$ cat src/rtl/sext_pipe_pkg.sv
// rtl/sext_pipe_pkg.sv - mode encodings and parameter sanity check for sext_pipe
package sext_pipe_pkg;

  typedef enum logic [1:0] {
    MODE_ZERO = 2'd0,
    MODE_SIGN = 2'd1,
    MODE_SATU = 2'd2,
    MODE_SATS = 2'd3
  } sext_mode_e;

  function automatic bit params_ok(int in_w, int out_w, int nch, int stages);
    return (in_w >= 2) && (out_w >= 2) && (nch >= 1) && (stages >= 1) && (stages <= 4);
  endfunction

endpackage

$ cat src/rtl/sext_resize_lane.sv
// rtl/sext_resize_lane.sv - combinational single-lane extend/truncate/saturate converter
module sext_resize_lane
  import sext_pipe_pkg::*;
#(
  parameter int INWIDTH  = 16,
  parameter int OUTWIDTH = 32
) (
  input  logic [INWIDTH-1:0]  lane_in,
  input  logic [1:0]          mode,
  output logic [OUTWIDTH-1:0] lane_out,
  output logic                sat
);

  if (OUTWIDTH >= INWIDTH) begin : g_widen
    always_comb begin
      sat = 1'b0;
      if (mode == MODE_SIGN || mode == MODE_SATS)
        lane_out = OUTWIDTH'($signed(lane_in));
      else
        lane_out = OUTWIDTH'(lane_in);
    end
  end else begin : g_narrow
    logic [OUTWIDTH-1:0]         low;
    logic [OUTWIDTH-1:0]         max_s;
    logic [OUTWIDTH-1:0]         min_s;
    // Bits that must all match the kept sign bit for a signed value to fit.
    logic [INWIDTH-OUTWIDTH:0]   top;
    logic                        over_u;
    logic                        over_s;

    assign low    = lane_in[OUTWIDTH-1:0];
    assign top    = lane_in[INWIDTH-1:OUTWIDTH-1];
    assign over_u = |lane_in[INWIDTH-1:OUTWIDTH];
    assign over_s = !((&top) || !(|top));
    assign max_s  = {1'b0, {(OUTWIDTH-1){1'b1}}};
    assign min_s  = ~max_s;

    always_comb begin
      lane_out = low;
      sat      = 1'b0;
      case (mode)
        MODE_SATU: begin
          if (over_u) begin
            lane_out = '1;
            sat      = 1'b1;
          end
        end
        MODE_SATS: begin
          if (over_s) begin
            lane_out = lane_in[INWIDTH-1] ? min_s : max_s;
            sat      = 1'b1;
          end
        end
        default: ;
      endcase
    end
  end

endmodule

$ cat src/rtl/sext_pipe.sv
// rtl/sext_pipe.sv - multi-lane width converter behind an elastic valid/ready register pipeline
module sext_pipe
  import sext_pipe_pkg::*;
#(
  parameter int INWIDTH  = 16,
  parameter int OUTWIDTH = 32,
  parameter int NCH      = 1,
  parameter int STAGES   = 1,
  parameter int CNTW     = 16
) (
  input  logic                     clk,
  input  logic                     reset_n,
  input  logic                     in_valid,
  output logic                     in_ready,
  input  logic [NCH*INWIDTH-1:0]   in_data,
  input  logic [1:0]               in_mode,
  output logic                     out_valid,
  input  logic                     out_ready,
  output logic [NCH*OUTWIDTH-1:0]  out_data,
  output logic [NCH-1:0]           out_sat,
  output logic [CNTW-1:0]          sat_count,
  input  logic                     sat_clr
);

  localparam int DW = NCH*OUTWIDTH + NCH;

  if (!params_ok(INWIDTH, OUTWIDTH, NCH, STAGES)) begin : g_bad_params
    $fatal(1, "sext_pipe: widths must be >= 2, NCH >= 1, STAGES in 1..4");
  end

  logic [NCH*OUTWIDTH-1:0] conv_data;
  logic [NCH-1:0]          conv_sat;

  for (genvar k = 0; k < NCH; k++) begin : g_lane
    sext_resize_lane #(
      .INWIDTH (INWIDTH),
      .OUTWIDTH(OUTWIDTH)
    ) u_lane (
      .lane_in (in_data[k*INWIDTH +: INWIDTH]),
      .mode    (in_mode),
      .lane_out(conv_data[k*OUTWIDTH +: OUTWIDTH]),
      .sat     (conv_sat[k])
    );
  end

  logic [STAGES-1:0] vld;
  logic [STAGES-1:0] rdy;
  logic [DW-1:0]     dat [STAGES];
  logic              rdy_acc;

  // A stage may load when empty or when everything downstream can move.
  always_comb begin
    rdy     = '0;
    rdy_acc = out_ready;
    for (int i = STAGES-1; i >= 0; i--) begin
      rdy_acc = !vld[i] || rdy_acc;
      rdy[i]  = rdy_acc;
    end
  end

  for (genvar i = 0; i < STAGES; i++) begin : g_stage
    logic          v_q;
    logic [DW-1:0] d_q;
    logic          v_prev;
    logic [DW-1:0] d_prev;

    if (i == 0) begin : g_head
      assign v_prev = in_valid;
      assign d_prev = {conv_sat, conv_data};
    end else begin : g_body
      assign v_prev = vld[i-1];
      assign d_prev = dat[i-1];
    end

    always_ff @(posedge clk or negedge reset_n) begin
      if (!reset_n) begin
        v_q <= 1'b0;
        d_q <= '0;
      end else if (rdy[i]) begin
        v_q <= v_prev;
        d_q <= d_prev;
      end
    end

    assign vld[i] = v_q;
    assign dat[i] = d_q;
  end

  assign in_ready              = rdy[0];
  assign out_valid             = vld[STAGES-1];
  assign {out_sat, out_data}   = dat[STAGES-1];

  logic count_ev;
  assign count_ev = out_valid && out_ready && (|out_sat);

  always_ff @(posedge clk or negedge reset_n) begin
    if (!reset_n)
      sat_count <= '0;
    else if (sat_clr)
      sat_count <= count_ev ? CNTW'(1) : '0;
    else if (count_ev && sat_count != '1)
      sat_count <= sat_count + CNTW'(1);
  end

endmodule

$ cat config.mk
export PLATFORM = sky130hd
export DESIGN_NAME = sext_pipe
export DESIGN_NICKNAME = d
export VERILOG_FILES = /design/src/rtl/sext_pipe_pkg.sv /design/src/rtl/sext_resize_lane.sv /design/src/rtl/sext_pipe.sv
export SDC_FILE = /design/constraint.sdc
export NUM_CORES = 1
export LEC_CHECK = 0
export BUFFER_PORTS_ARGS = -buffer_cell sky130_fd_sc_hd__buf_2
export CAP_MARGIN = 5
export CORE_MARGIN = 1.5
export CORE_UTILIZATION = 44
export CTS_CLUSTER_DIAMETER = 60
export DETAILED_ROUTE_END_ITERATION = 16
export PLACE_DENSITY = 0.7
export SETUP_SLACK_MARGIN = 0.5
export SLEW_MARGIN = 40
export SYNTH_ARGS = -nofsm -noshare
export SYNTH_HDL_FRONTEND = slang
export SYNTH_HIERARCHICAL = 1
export SYNTH_SLANG_ARGS = --single-unit
export TNS_END_PERCENT = 1
$ cat constraint.sdc
create_clock -name clk -period 2.1 [get_ports clk]
set_input_delay 0.42 -clock clk [delete_from_list [all_inputs] [get_ports clk]]
set_output_delay 0.42 -clock clk [all_outputs]
set_load 0.02 [all_outputs]
==> results of run 1 <==
==> routing by layer <==
| metal | global-route usage (%) | up-vias |
|---|---|---|
| li1 | - | 862 |
| met1 | 20.7 | 875 |
| met2 | 28.1 | 53 |
| met3 | 2.82 | 5 |
| met4 | 7.09 | 0 |
| met5 | 0 | - |
==> registers in the layout (all words and copies together) (netlist names) <==
signal	flops
dat	33
sat_count	16
out_valid	1
==> what timing repair did <==
action                                  CTS  global route
pin swaps                                 3             3
endpoints found under the setup margin    9            14
hold buffers                              0             0
gates resized for setup                   3             8
setup buffers                            10             4
hold endpoints to repair                  0             0
==> per-stage QoR <==
step | hold slack, ns | cells | total power, mW
finish | 0.0888 | 345 | 2.09
floorplan | 0.124 | 214 | 1.31
detailed placement | 0.425 | 323 | 1.41
CTS | 0.0912 | 341 | 2.12
global route | 0.111 | 345 | 2.19
global placement | 0.424 | 323 | 1.40
==> final cells by class <==
cell class	count	area, um2
inverters	2	7.51
flip-flops and latches	50	1260
clock buffers	5	68.8
fillers	461	2270
repair buffers	93	518
multi-input cells	122	971
well taps	70	87.6
clock inverters	3	47.5
==> cells by family (layout without fill, tap and decap cells) <==
kind of cell | after synthesis | count (layout) | synth area share, %
compound gates | 27 | 27 | 6.58
simple gates | 57 | 57 | 13.7
flops | 50 | 50 | 51.0
mux | 36 | 36 | 16.5
fa+ha+maj | 1 | 1 | 0.510
buf+inv | 42 | 103 | 11.5
other cells | 1 | 1 | 0.153
==> power by group through the flow <==
stage	clock network (mW)	logic (mW)	registers, mW
3_5_place_dp	0	0.324	1.08
3_3_place_gp	0	0.317	1.08
4_1_cts	0.719	0.335	1.06
5_1_grt	0.761	0.357	1.07
2_1_floorplan	0	0.151	1.16
6_report	0.696	0.330	1.06
==> final timing paths <==
path / from / end / slack, ns / depth (start not counted)
min in group clk: in_valid / out_valid / 0.30 / 2
worst min-delay path: reset_n / dat[32] / 0.09 / 2
worst max register to register: sat_count[0] / sat_count[10] / 0.38 / 5
max in group asynchronous: reset_n / dat[19] / 1.37 / 3
worst max-delay path: sat_count[0] / sat_count[10] / 0.38 / 5
worst min register to register: dat[0] / dat[0] / 0.51 / 1
==> synth_stat cells, drive strengths merged <==
library cell,count,area [um2]
nor2b,3,18.8
nand4,7,50.1
and2,1,6.26
conb,1,3.75
mux2i,1,10.0
or3,5,36.3
a311oi,1,8.76
inv,2,7.51
a21oi,12,60.1
and3,3,18.8
nor4,2,12.5
and4bb,1,12.5
nand2,5,18.8
clkbuf,6,22.5
buf,34,253
a31o,1,8.76
nor2,8,30.0
or4,4,30.0
o31ai,5,37.5
a31oi,2,12.5
o21ai,4,20.0
a211oi,1,7.51
and4,2,17.5
nor3,6,30.0
ha,1,12.5
nand2b,4,25.0
nand3,6,30.0
dfrtp,50,1250
o22ai,1,6.26
mux2,35,394
==> placed cells by master (no fill, tap or decap), types with 2 or more instances in the layout <==
master / netlist / routed
dfrtp_2: 0 / 11
and3_1: 3 / 2
mux2_2: 35 / 35
dfrtp_1: 50 / 39
clkbuf_8: 0 / 5
nand3_1: 6 / 5
nor2_1: 8 / 8
o31ai_1: 5 / 5
buf_4: 33 / 21
o21ai_0: 4 / 4
nand2_1: 5 / 4
and4_1: 2 / 2
or4_1: 4 / 3
nand4_1: 6 / 6
inv_1: 2 / 2
a31oi_1: 2 / 2
a21oi_1: 12 / 10
nor2b_1: 3 / 3
buf_2: 1 / 72
or3_1: 4 / 4
nor3_1: 6 / 6
nand2b_1: 4 / 4
a21oi_2: 0 / 2
==> worst register-to-register path: stages, from the launching register on <==
cell and delay [ns]:
dfrtp_2 0.42, ha_4 0.16, nand2_4 0.06, or3_4 0.40
or4_4 0.50, a21oi_2 0.12
==> impl_metrics.json, run 1 <==
{
  "switching_share_pct": 26.8,
  "combPwrFrac_pct": 15.8,
  "htree_levels": 2,
  "finalHoldViolCount": 0,
  "worstPathRequired_ns": 2.34,
  "final_core_util_pct": 56.6,
  "maxSlewViolCount": 0,
  "power_density_nw_per_um2": 704,
  "core_area_um2": 5240,
  "syn-num-nets": 238,
  "cp.buffers_inverters": 0,
  "antennaDiodeCount": 0,
  "wl_met3_um": 219,
  "p_leak_nw": 1.41,
  "clkPwrFrac_pct": 33.3,
  "clock_skew_ns": 0.00484,
  "p_int_mw": 1.53,
  "crit_arrival_ns": 1.96,
  "grt.total_usage_pct": 16.6,
  "firstDrtPassIters": 4,
  "drtAntennaViolNets": 0,
  "critPathSlowestCell": "or4_4",
  "wl_met2_um": 2450,
  "pin_count": 74,
  "tns_ns": 0,
  "cts_tree": "yes",
  "clk_path_buf_depth": 2,
  "via_per_inst": 5.20,
  "antenna_found_initial": 0,
  "grt_max_degree": 27,
  "p_seq_share_pct": 50.9,
  "fin_ws_ns": 0.377,
  "wirelength_um": 4890,
  "cts_root_buffer": "clkbuf_8",
  "syn_inst": 214,
  "max_freq_mhz": 580,
  "fin_crit_sh_pct": 82.1,
  "die_x_um": 77.7,
  "hold_path.class": "in -> async",
  "gr-total-overflow": 0,
  "grt_pass1_vias": 1729,
  "first_iter_violations": 104,
  "synth_area_um2": 2450,
  "port_buffers": 72,
  "area_growth_pct": 20.9,
  "status": "finished clean",
  "top_layer_used": "met4",
  "irDropWorstVdd_mv": 0.354,
  "path_delay_family": "simple AND/OR/NAND/NOR gates",
  "layout.nets": 298,
  "cts.sinks": 50,
  "switching_power_mw": 0.558,
  "drc": 0,
  "rows": 26,
  "synth.distinct_cells": 33,
  "fin_area_um2": 2970,
  "yosys_warnings": 6,
  "critPathKind": "reg -> reg",
  "place_ws_ns": 0.308,
  "initial_utilization_pct": 46.8,
  "clock_latency_ns": 0.30,
  "cts.clk_slew.worst_paths_ns": 0.10,
  "drive_above_1_share_pct": 57.8,
  "wl_met1_um": 2170,
  "die_area_um2": 6030,
  "postSynthAreaPerCell_um2": 11.5,
  "chipHeight_um": 77.7,
  "worstPathCellList": "ha_4 > nand2_4 > or3_4 > or4_4 > a21oi_2",
  "cpPeakStageDelay_ns": 0.49,
  "endpoint_kind": "register",
  "max_cap_viol_count": 0,
  "wire_per_inst_um": 14.2,
  "rsz0062_at_grt": "true",
  "setup_violations": 0,
  "cp-start-kind": "register",
  "cts_buffers": 5,
  "fin_crit_ns": 1.72,
  "vias": 1795,
  "synth-seq-cells": 50,
  "post_dp_cell_area_um2": 2710,
  "place_congestion": 0.799,
  "grt_pass1_wl_um": 7930,
  "dpl.hpwl_um": 3280,
  "seq_area_frac_synth_pct": 51.0,
  "path_max_fanout": 7
}
Power figures use the tool's default switching activity.
==> run 2, diff against run 1 <==
--- a/config.mk
+++ b/config.mk
@@ -5,13 +5,14 @@
 export SDC_FILE = /design/constraint.sdc
 export NUM_CORES = 1
 export LEC_CHECK = 0
+export ABC_AREA = 1
 export BUFFER_PORTS_ARGS = -buffer_cell sky130_fd_sc_hd__buf_2
 export CAP_MARGIN = 5
 export CORE_MARGIN = 1.5
 export CORE_UTILIZATION = 44
 export CTS_CLUSTER_DIAMETER = 60
 export DETAILED_ROUTE_END_ITERATION = 16
-export PLACE_DENSITY = 0.7
+export PLACE_DENSITY = 0.69
 export SETUP_SLACK_MARGIN = 0.5
 export SLEW_MARGIN = 40
 export SYNTH_ARGS = -nofsm -noshare
==> constraint.sdc (replaced) <==
create_clock -name clk -period 1.65 [get_ports clk]
set_input_delay 0.33 -clock clk [delete_from_list [all_inputs] [get_ports clk]]
set_output_delay 0.33 -clock clk [all_outputs]
set_load 0.02 [all_outputs]
==> run 2 against run 1 <==
Against the previous run:
- the flow now finishes with violations (negative hold slack)
- critical path depth is 5 higher
- design area is 5.7% higher
- count of clock-buffer cells in the layout stayed put
- register-to-register slack worse by 0.26 ns
- first-iteration DRC count is 2.9% lower
- sequential power is 27% higher
- worst hold slack worse by 0.10 ns
- global-route usage is 1.3 points higher
- critical path type unchanged
- largest cell class unchanged
- largest power group unchanged
==> impl_metrics.json, run 2 <==
{
  "hold_path.class": "in -> async",
  "cts.sinks": 50,
  "max_freq_mhz": 652,
  "synth-seq-cells": 50,
  "syn_inst": 266,
  "grt_pass1_wl_um": 8830,
  "critPathKind": "reg -> reg",
  "core_area_um2": 5570,
  "rows": 27,
  "chipHeight_um": 79.6,
  "seq_area_frac_synth_pct": 48.5,
  "vias": 2017,
  "cts_hold_buffers": 0,
  "syn-num-nets": 290,
  "tns_ns": 0,
  "drive_above_1_share_pct": 37.2,
  "antennaDiodeCount": 0,
  "die_area_um2": 6330,
  "rsz0062_at_grt": "true",
  "via_per_inst": 4.91,
  "layout.nets": 362,
  "htree_levels": 2,
  "finalHoldViolCount": 11,
  "initial_utilization_pct": 46.3,
  "cpPeakStageDelay_ns": 0.40,
  "worstPathCellList": "ha_4 > nand2_4 > nor2_4 > nand2_2 > nor2_4 > nor2_4 > buf_12 > nor2_4 > nand2_1 > nand2_1",
  "drtAntennaViolNets": 0,
  "synth.distinct_cells": 23,
  "violations": "negative hold slack",
  "switching_power_mw": 0.745,
  "place_congestion": 0.835,
  "cp-start-kind": "register",
  "r2r_slack_ns": 0.12,
  "combPwrFrac_pct": 17.3,
  "final_core_util_pct": 56.3,
  "pin_count": 74,
  "cts_buffers": 5,
  "crit_arrival_ns": 1.78,
  "cp_common_cell": "nor2_4",
  "synth-edff-count": 0,
  "first_iter_violations": 101,
  "grt.total_usage_pct": 17.8,
  "maxSlewViolCount": 0,
  "p_seq_share_pct": 53.1,
  "path_delay_family": "simple AND/OR/NAND/NOR gates",
  "cts.clk_slew.worst_paths_ns": 0.10,
  "synthFlopType": "dfrtp_1",
  "postSynthAreaPerCell_um2": 9.69,
  "clk_path_buf_depth": 2,
  "clkPwrFrac_pct": 29.5,
  "layout_commonest_cell": "buf_2",
  "synthTopCellsByCount": "nand2_1 (61), dfrtp_1 (50), mux2_1 (33)",
  "async_flop_share_pct": 100,
  "firstDrtPassIters": 4,
  "wire_per_inst_um": 12.6,
  "cts_root_buffer": "clkbuf_8",
  "switching_share_pct": 29.3,
  "dpl.hpwl_um": 3640,
  "port_buffers": 72,
  "status": "finished, violations left",
  "synth_area_leaders": "dfrtp_1 (49%), mux2_1 (14%), buf_4 (9.3%)",
  "p_leak_nw": 1.67,
  "gr-total-overflow": 0,
  "setup_violations": 0,
  "mostFrequentLayoutCells": "buf_2 (72), nand2_1 (60), dfrtp_1 (48)",
  "yosys.area.top_type": "dfrtp_1",
  "p_int_mw": 1.79,
  "synth.top_cell.area_share_pct": 48.5,
  "worstPathRequired_ns": 1.90,
  "power_density_nw_per_um2": 810,
  "power.total_mw": 2.54,
  "endpoint_kind": "register",
  "clock_skew_ns": 0.0106,
  "fin_crit_ns": 1.53,
  "regToRegStartpoint": "sat_count[1]",
  "path_max_fanout": 7,
  "cts_tree": "yes",
  "cp.buffers_inverters": 1,
  "fin_crit_sh_pct": 92.9,
  "synth_most_common_cell": "nand2_1",
  "grt_max_degree": 51,
  "holdWs_ns": -0.0118,
  "clock_latency_ns": 0.31,
  "irDropWorstVdd_mv": 0.590,
  "startpoint": "sat_count[1]",
  "die_x_um": 79.6,
  "area_growth_pct": 21.6,
  "synth_area_um2": 2580,
  "largest_reg_flops": 33,
  "grt_pass1_vias": 1959,
  "max_cap_viol_count": 0,
  "antenna_found_initial": 0,
  "yosys_warnings": 6,
  "wirelength_um": 5160,
  "drc": 0,
  "critPathSlowestCell": "dfrtp_2"
}
[run 2: cell types whose count changed after synthesis, moves of 7 or more]
cell,previous run,this run
mux2_1,0,33
nand3_1,6,18
inv_1,2,16
a21oi_1,12,5
nor2_1,8,16
mux2_2,35,0
nand2_1,5,61
[run 2: power groups by stage]
stage               Sequential (mW)  Combinational (mW)  Clock, mW
global placement               1.37               0.426          0
detailed placement             1.38               0.434          0
floorplan                      1.48               0.186          0
finish                         1.35               0.440      0.750
global route                   1.36               0.477      0.836
CTS                            1.35               0.448      0.792
[run 2: area by class of cell]
| type | count | area [um2] |
|---|---|---|
| flip-flops and latches | 50 | 1250 |
| clock buffers | 5 | 68.8 |
| fillers | 507 | 2440 |
| well taps | 72 | 90.1 |
| multi-input cells | 160 | 1010 |
| repair buffers | 102 | 611 |
| clock inverters | 3 | 28.8 |
| inverters | 19 | 71.3 |
[run 2: metrics by stage]
stage / cell area, um2 / setup WS (ns) / std cells / hold WS [ns]
final: 3140 / 0.117 / 411 / -0.0118
after global routing: 3140 / 0.00832 / 411 / 0.00798
after CTS: 3130 / 0.123 / 410 / 0.000162
after detailed placement: 2970 / 0.0984 / 395 / 0.340
after global placement: 2970 / 0.114 / 395 / 0.340
after floorplan: 2600 / 0.130 / 266 / 0.0344
[run 2: final timing paths]
check / to / cells past startpoint
setup / recovery: sat_count[15] / 10
hold / removal: dat[4] / 2
setup reg to reg: sat_count[15] / 10
hold reg to reg: dat[8] / 1
max in group asynchronous: sat_count[0] / 2
min in group clk: out_valid / 3
[run 2: timing repair]
| item | in CTS | in global routing |
|---|---|---|
| hold endpoints to repair | 0 | 0 |
| setup endpoints to repair | 93 | 100 |
| gates cloned | 1 | 0 |
| gates resized for setup | 1 | 0 |
| buffers inserted | 6 | 1 |
| pin swaps | 6 | 5 |
[run 2: routing by layer]
layer | GRT usage [%] | up-vias | wire (um)
li1 | - | 981 | -
met4 | 5.96 | 0 | 45
met3 | 4.69 | 5 | 317
met2 | 30.5 | 63 | 2570
met1 | 21.7 | 968 | 2230
met5 | 0 | - | 0
[run 2: cells by family (layout without fill, tap and decap cells)]
family                     count (synthesis)  after routing  share of synthesized area, %
and+or+nand+nor                          116            117                          21.2
xor gates and xnor gates                   2              2                         0.679
adders and majority gates                  1              1                         0.485
other                                      1              1                         0.145
buffers and inverters                     57            129                          13.4
DFF                                       50             50                          48.5
AOI/OAI and AO/OA                          6              6                          1.16
muxes                                     33             33                          14.4
